===== config.mk =====
export PLATFORM = sky130hd
export DESIGN_NAME = mux4_rr_arbiter_flat
export DESIGN_NICKNAME = d
export VERILOG_FILES = /design/src/rtl/mux4_rr_arbiter_if.sv /design/src/rtl/mux4_rr_arbiter.sv /design/src/flat_wrapper.sv
export SDC_FILE = /design/constraint.sdc
export NUM_CORES = 1
export LEC_CHECK = 0
export CORE_AREA = 2 2 89 91
export DETAILED_ROUTE_END_ITERATION = 7
export DIE_AREA = 0 0 91 93
export GPL_ROUTABILITY_DRIVEN = 0
export PLACE_DENSITY = 0.91
export SETUP_SLACK_MARGIN = 0.1
export SYNTH_ARGS = -nofsm -noshare
export SYNTH_HDL_FRONTEND = slang
export SYNTH_SLANG_ARGS = --single-unit

===== constraint.sdc =====
create_clock -name i_clk -period 2.45 [get_ports i_clk]
set_input_delay 0.3675 -clock i_clk [delete_from_list [all_inputs] [get_ports i_clk]]
set_output_delay 0.3675 -clock i_clk [all_outputs]
set_load 0.005 [all_outputs]

===== src/rtl/mux4_rr_arbiter_if.sv =====
// mux4_rr_arbiter_if: requester, grant and output-stage signals of the 4-way packet arbiter
interface mux4_rr_arbiter_if #(parameter int MUX_DATA_WIDTH = 32);
  logic [3:0] i_req_valid;
  logic [3:0] i_req_last;
  logic [MUX_DATA_WIDTH-1:0] i_req_data0;
  logic [MUX_DATA_WIDTH-1:0] i_req_data1;
  logic [MUX_DATA_WIDTH-1:0] i_req_data2;
  logic [MUX_DATA_WIDTH-1:0] i_req_data3;
  logic [3:0] o_req_ready;
  logic [1:0] o_sel;
  logic o_busy;
  logic o_out_valid;
  logic [MUX_DATA_WIDTH-1:0] o_out_data;
  logic o_out_last;
  logic i_out_ready;
  modport slave (
    input i_req_valid, i_req_last, i_req_data0, i_req_data1, i_req_data2, i_req_data3, i_out_ready,
    output o_req_ready, o_sel, o_busy, o_out_valid, o_out_data, o_out_last
  );
  modport master (
    output i_req_valid, i_req_last, i_req_data0, i_req_data1, i_req_data2, i_req_data3, i_out_ready,
    input o_req_ready, o_sel, o_busy, o_out_valid, o_out_data, o_out_last
  );
endinterface


===== src/rtl/mux4_rr_arbiter.sv =====
// mux4_rr_arbiter: round-robin packet arbiter muxing four requesters into one registered output stage
module mux4_rr_arbiter #(
  parameter int MUX_DATA_WIDTH = 32
) (
  input logic i_clk,
  input logic i_rst,
  mux4_rr_arbiter_if.slave bus
);
  typedef enum logic {IDLE, GRANT} state_t;
  state_t r_state, w_next;
  logic [1:0] r_ptr, r_sel, w_off, w_win;
  logic [3:0] w_rot;
  logic w_open, w_xfer, w_last;
  logic [MUX_DATA_WIDTH-1:0] w_data, r_out_data;
  logic r_out_valid, r_out_last;
  always_comb begin
    w_rot = {bus.i_req_valid[r_ptr + 2'd3], bus.i_req_valid[r_ptr + 2'd2],
             bus.i_req_valid[r_ptr + 2'd1], bus.i_req_valid[r_ptr]};
    w_off = w_rot[0] ? 2'd0 : w_rot[1] ? 2'd1 : w_rot[2] ? 2'd2 : 2'd3;
    w_win = r_ptr + w_off;
    w_open = !i_rst && r_state == GRANT && (!r_out_valid || bus.i_out_ready);
    w_xfer = w_open && bus.i_req_valid[r_sel];
    w_last = bus.i_req_last[r_sel];
    w_data = r_sel == 2'd0 ? bus.i_req_data0 :
             r_sel == 2'd1 ? bus.i_req_data1 :
             r_sel == 2'd2 ? bus.i_req_data2 : bus.i_req_data3;
    w_next = r_state == IDLE ? (|bus.i_req_valid ? GRANT : IDLE) :
             (w_xfer && w_last ? IDLE : GRANT);
  end
  always_ff @(posedge i_clk) r_state <= i_rst ? IDLE : w_next;
  always_ff @(posedge i_clk) begin
    if (i_rst) begin
      r_ptr <= 2'd0;
      r_sel <= 2'd0;
      r_out_valid <= 1'b0;
      r_out_data <= '0;
      r_out_last <= 1'b0;
    end else begin
      if (r_state == IDLE && |bus.i_req_valid) r_sel <= w_win;
      if (w_xfer && w_last) r_ptr <= r_sel + 2'd1;
      if (w_xfer) begin
        r_out_data <= w_data;
        r_out_last <= w_last;
        r_out_valid <= 1'b1;
      end else if (bus.i_out_ready) begin
        r_out_valid <= 1'b0;
      end
    end
  end
  assign bus.o_req_ready = w_open ? 4'b0001 << r_sel : 4'b0000;
  assign bus.o_sel = r_sel;
  assign bus.o_busy = r_state == GRANT;
  assign bus.o_out_valid = r_out_valid;
  assign bus.o_out_data = r_out_data;
  assign bus.o_out_last = r_out_last;
endmodule


===== src/flat_wrapper.sv =====
// flat-port wrapper written by rule: the top's interface ports become plain ports
module mux4_rr_arbiter_flat 
#(
  parameter int MUX_DATA_WIDTH = 32
)
  (i_clk, i_rst, bus_i_req_valid, bus_i_req_last, bus_i_req_data0, bus_i_req_data1, bus_i_req_data2, bus_i_req_data3, bus_i_out_ready, bus_o_req_ready, bus_o_sel, bus_o_busy, bus_o_out_valid, bus_o_out_data, bus_o_out_last);
  mux4_rr_arbiter_if #(.MUX_DATA_WIDTH(MUX_DATA_WIDTH)) bus_i ();
  input logic i_clk;
  input logic i_rst;
  input wire logic [$bits(bus_i.i_req_valid)-1:0] bus_i_req_valid;
  input wire logic [$bits(bus_i.i_req_last)-1:0] bus_i_req_last;
  input wire logic [$bits(bus_i.i_req_data0)-1:0] bus_i_req_data0;
  input wire logic [$bits(bus_i.i_req_data1)-1:0] bus_i_req_data1;
  input wire logic [$bits(bus_i.i_req_data2)-1:0] bus_i_req_data2;
  input wire logic [$bits(bus_i.i_req_data3)-1:0] bus_i_req_data3;
  input wire logic [$bits(bus_i.i_out_ready)-1:0] bus_i_out_ready;
  output wire logic [$bits(bus_i.o_req_ready)-1:0] bus_o_req_ready;
  output wire logic [$bits(bus_i.o_sel)-1:0] bus_o_sel;
  output wire logic [$bits(bus_i.o_busy)-1:0] bus_o_busy;
  output wire logic [$bits(bus_i.o_out_valid)-1:0] bus_o_out_valid;
  output wire logic [$bits(bus_i.o_out_data)-1:0] bus_o_out_data;
  output wire logic [$bits(bus_i.o_out_last)-1:0] bus_o_out_last;
  assign bus_i.i_req_valid = bus_i_req_valid;
  assign bus_i.i_req_last = bus_i_req_last;
  assign bus_i.i_req_data0 = bus_i_req_data0;
  assign bus_i.i_req_data1 = bus_i_req_data1;
  assign bus_i.i_req_data2 = bus_i_req_data2;
  assign bus_i.i_req_data3 = bus_i_req_data3;
  assign bus_i.i_out_ready = bus_i_out_ready;
  assign bus_o_req_ready = bus_i.o_req_ready;
  assign bus_o_sel = bus_i.o_sel;
  assign bus_o_busy = bus_i.o_busy;
  assign bus_o_out_valid = bus_i.o_out_valid;
  assign bus_o_out_data = bus_i.o_out_data;
  assign bus_o_out_last = bus_i.o_out_last;
  mux4_rr_arbiter #(.MUX_DATA_WIDTH(MUX_DATA_WIDTH)) u_core (.i_clk(i_clk), .i_rst(i_rst), .bus(bus_i));
endmodule

==> results of run 1 <==
==> metal layers <==
metal	vias up	GRT usage, %	wire length, um
met3	10	4.915	640
met1	1356	21.12	3375
li1	1443	-	-
met5	-	0	0
met4	0	5.934	108
met2	117	37.96	4462
==> area by class of cell <==
class / instances / area [um2] / area share, %
Clock inverter: 1 / 5.005 / 0.1076
Multi-Input combinational cell: 241 / 1799 / 38.70
Clock buffer: 6 / 82.58 / 1.776
Tap cell: 102 / 127.6 / 2.745
Sequential cell: 39 / 780.7 / 16.79
Inverter: 2 / 7.507 / 0.1615
Timing Repair Buffer: 187 / 1847 / 39.72
==> layout by cell type (no fill, tap or decap), types with 3 or more instances in the layout <==
cell,Yosys,final
clkdlybuf4s50_1,0,178
mux2i_1,65,65
dfxtp_1,39,39
nor2_1,37,37
nand2_1,36,36
o21ai_0,34,34
a211oi_2,30,30
buf_4,0,8
a21oi_1,6,6
clkbuf_8,0,6
and3_1,5,5
nand2b_1,4,4
a211oi_1,3,3
ha_2,0,3
==> final timing paths <==
kind                                       startpoint                   endpoint  cells past startpoint
worst min register to register  u_core.bus.o_out_last      u_core.bus.o_out_last                      2
worst max-delay path               bus_i_req_valid[2]  u_core.bus.o_out_data[15]                      5
worst max register to register      u_core.bus.o_busy  u_core.bus.o_out_data[15]                      4
worst min-delay path            u_core.bus.o_out_last      u_core.bus.o_out_last                      2
==> worst register-to-register path, stage by stage (launching register included) <==
cell and delay, ns:
dfxtp_1 0.40, nor2b_1 0.37, and3_4 0.79, nor2_1 0.20
a211oi_2 0.23
==> cells by family (layout without fill, tap and decap cells) <==
kind of cell	count (synthesis)	after routing	share of synthesized area, %
AO/OA/AOI/OAI	77	77	23.24
adder cells (fa/ha/maj)	5	5	2.291
buffers and inverters	28	196	5.774
flip-flops	39	39	28.60
multiplexers	67	67	25.48
AND/OR/NAND/NOR	92	92	14.62
==> power by group through the flow <==
stage / logic, W / registers, W / clock network (W)
global placement: 0.000837 / 0.000730 / 0
detailed placement: 0.000868 / 0.000732 / 0
global route: 0.000940 / 0.000726 / 0.000469
finish: 0.000864 / 0.000718 / 0.000429
floorplan: 0.000465 / 0.000730 / 0
CTS: 0.000873 / 0.000719 / 0.000446
==> state kept, by name (all words and copies together) (netlist names) <==
| register | cells |
|---|---|
| u_core.r_ptr | 2 |
| u_core.bus.o_out_last | 1 |
| u_core.bus.o_out_valid | 1 |
| u_core.bus.o_out_data | 32 |
| u_core.bus.o_busy | 1 |
| u_core.bus.o_sel | 2 |
==> through the flow <==
step           util, %  power (W)  hold slack [ns]  setup slack (ns)  instances
2_1_floorplan        -   0.001195           0.4527            0.5592        308
3_3_place_gp     60.61   0.001568           0.4597            0.1493        571
3_5_place_dp     60.61   0.001600           0.4657           0.02478        571
4_1_cts          61.77   0.002037           0.4816            0.2798        578
5_1_grt          61.77   0.002134           0.5352            0.1763        578
6_report         61.77   0.002011           0.4856            0.2893        578
==> flow_metrics.env, run 1 <==
export IMPL_timing_final_crit_period_ns=2.161
export IMPL_synth_top_cell_area_share_pct=28.60
export IMPL_grt_max_degree=66
export IMPL_end_kind="flop"
export IMPL_die_height_um=93
export IMPL_setup_viol=0
export IMPL_crit_path_start_kind="primary input"
export IMPL_path_clk_slew_ns=0.08
export IMPL_cts_tree="built"
export IMPL_die_x_um=91
export IMPL_cts_setup_buffers=0
export IMPL_grt_ovfl_total=0
export IMPL_cp_cell_sequence="clkdlybuf4s50_1 -> mux4_2 -> and3_4 -> nor2_1 -> a211oi_2"
export IMPL_yosysSeqAreaShare_pct=28.60
export IMPL_placed_area_um2=4562
export IMPL_cts_buffers=5
export IMPL_crit_buf_inv=1
export IMPL_ant_nets=0
export IMPL_io_pins=180
export IMPL_cts_max_level=2
export IMPL_ys_flop_type="dfxtp_1"
export IMPL_hold_viol_final=0
export IMPL_clk_latency_ns=0.28
export IMPL_reg2reg_slack_ns=0.39
export IMPL_synth_area_leaders="dfxtp_1, mux2i_1, a211oi_2"
export IMPL_comb_power_share_pct=43.0
export IMPL_viasPerCell=5.062
export IMPL_syn_avg_cell_area_um2=8.864
export IMPL_io_buffers=179
export IMPL_synthArstFlopShare_pct=0
export IMPL_synth_edf_count=0
export IMPL_max_freq_ghz=0.4628
export IMPL_grt_pass1_vias=3080
export IMPL_cts_resized=0
export IMPL_antenna_found_initial=0
export IMPL_drtIter0Drc=57
export IMPL_groute_usage_overall_pct=19.72
export IMPL_clockPowerShare_pct=21.3
export IMPL_n_antenna_cell=0
export IMPL_die_area_um2=8463
export IMPL_critical_path_arrival_ns=2.36
export IMPL_yosysWarnings=0
export IMPL_drt_first_pass_iters=4
export IMPL_wl_per_cell_um=14.86
export IMPL_timing_setup_tns_ns=0
export IMPL_hold_buffers=0
export IMPL_synth_most_common_cell="mux2i_1"
export IMPL_drc=0
export IMPL_grt_setup_unrepaired="false"
export IMPL_p_sw_w=0.0006123
export IMPL_vias=2926
export IMPL_place_detailed_hpwl_mm=6.787
export IMPL_grt_pass1_wl_mm=13.75
export IMPL_synth_top_cells_by_count="mux2i_1, dfxtp_1, nor2_1"
export IMPL_maxSlewHeadroom_pct=45.34
export IMPL_rows=32
export IMPL_placeableCoreArea_um2=7527
export IMPL_routed_wirelength_mm=8.588
export IMPL_powerDensity_nw_per_um2=432.5
export IMPL_crit_family="simple AND/OR/NAND/NOR gates"
export IMPL_worst_path_largest_cell_delay_ns=0.71
export IMPL_synth_cell_types=28
export IMPL_worstPathMaxFanout=65
export IMPL_vdd_drop_max_v=0.0002259
export IMPL_cts_sinks=39
export IMPL_fillCellCount=665
export IMPL_p_leak_nw=1.734
export IMPL_drive_gt1_share_pct=10.92
export IMPL_syn_inst=308
export IMPL_stdcell_area_um2=4649
export IMPL_synthesis_area_um2=2730
export IMPL_cts_root_buf="clkbuf_8"
export IMPL_syn2layout_area_growth_pct=70.30
export IMPL_maxCapViolations=0
export IMPL_p_seq_share_pct=35.7
export IMPL_critPathKind="in -> reg"
export IMPL_worstMarginPinSlew_ns=0.8199
export IMPL_critPathRequiredTime_ns=2.65
export IMPL_syn_num_nets=452
export IMPL_skew_ns=0.007462
export IMPL_status="completed"
export IMPL_hold_path_class="reg -> reg"
export IMPL_synth_largest_area_cell="dfxtp_1"
export IMPL_start_util_pct=36.27
export IMPL_final_nets=620
export IMPL_p_int_w=0.001399
export IMPL_drv_slew=0
export IMPL_p_sw_share_pct=30.45
export IMPL_finalCritPeriodShare_pct=88.19
export IMPL_ys_ff_latch=39
export IMPL_crit_slowest_cell="and3_4"
export IMPL_cts_max_path_buffers=2
Power figures use the tool's default switching activity.
==> inputs of run 2 (changes only) <==
--- a/config.mk
+++ b/config.mk
@@ -5,6 +5,7 @@
 export SDC_FILE = /design/constraint.sdc
 export NUM_CORES = 1
 export LEC_CHECK = 0
+export ABC_CLOCK_PERIOD_IN_PS = 2450
 export CORE_AREA = 2 2 89 91
 export DETAILED_ROUTE_END_ITERATION = 7
 export DIE_AREA = 0 0 91 93
==> results of run 2 <==
No change in the layout: final DEF, timing and power equal those of run 1.
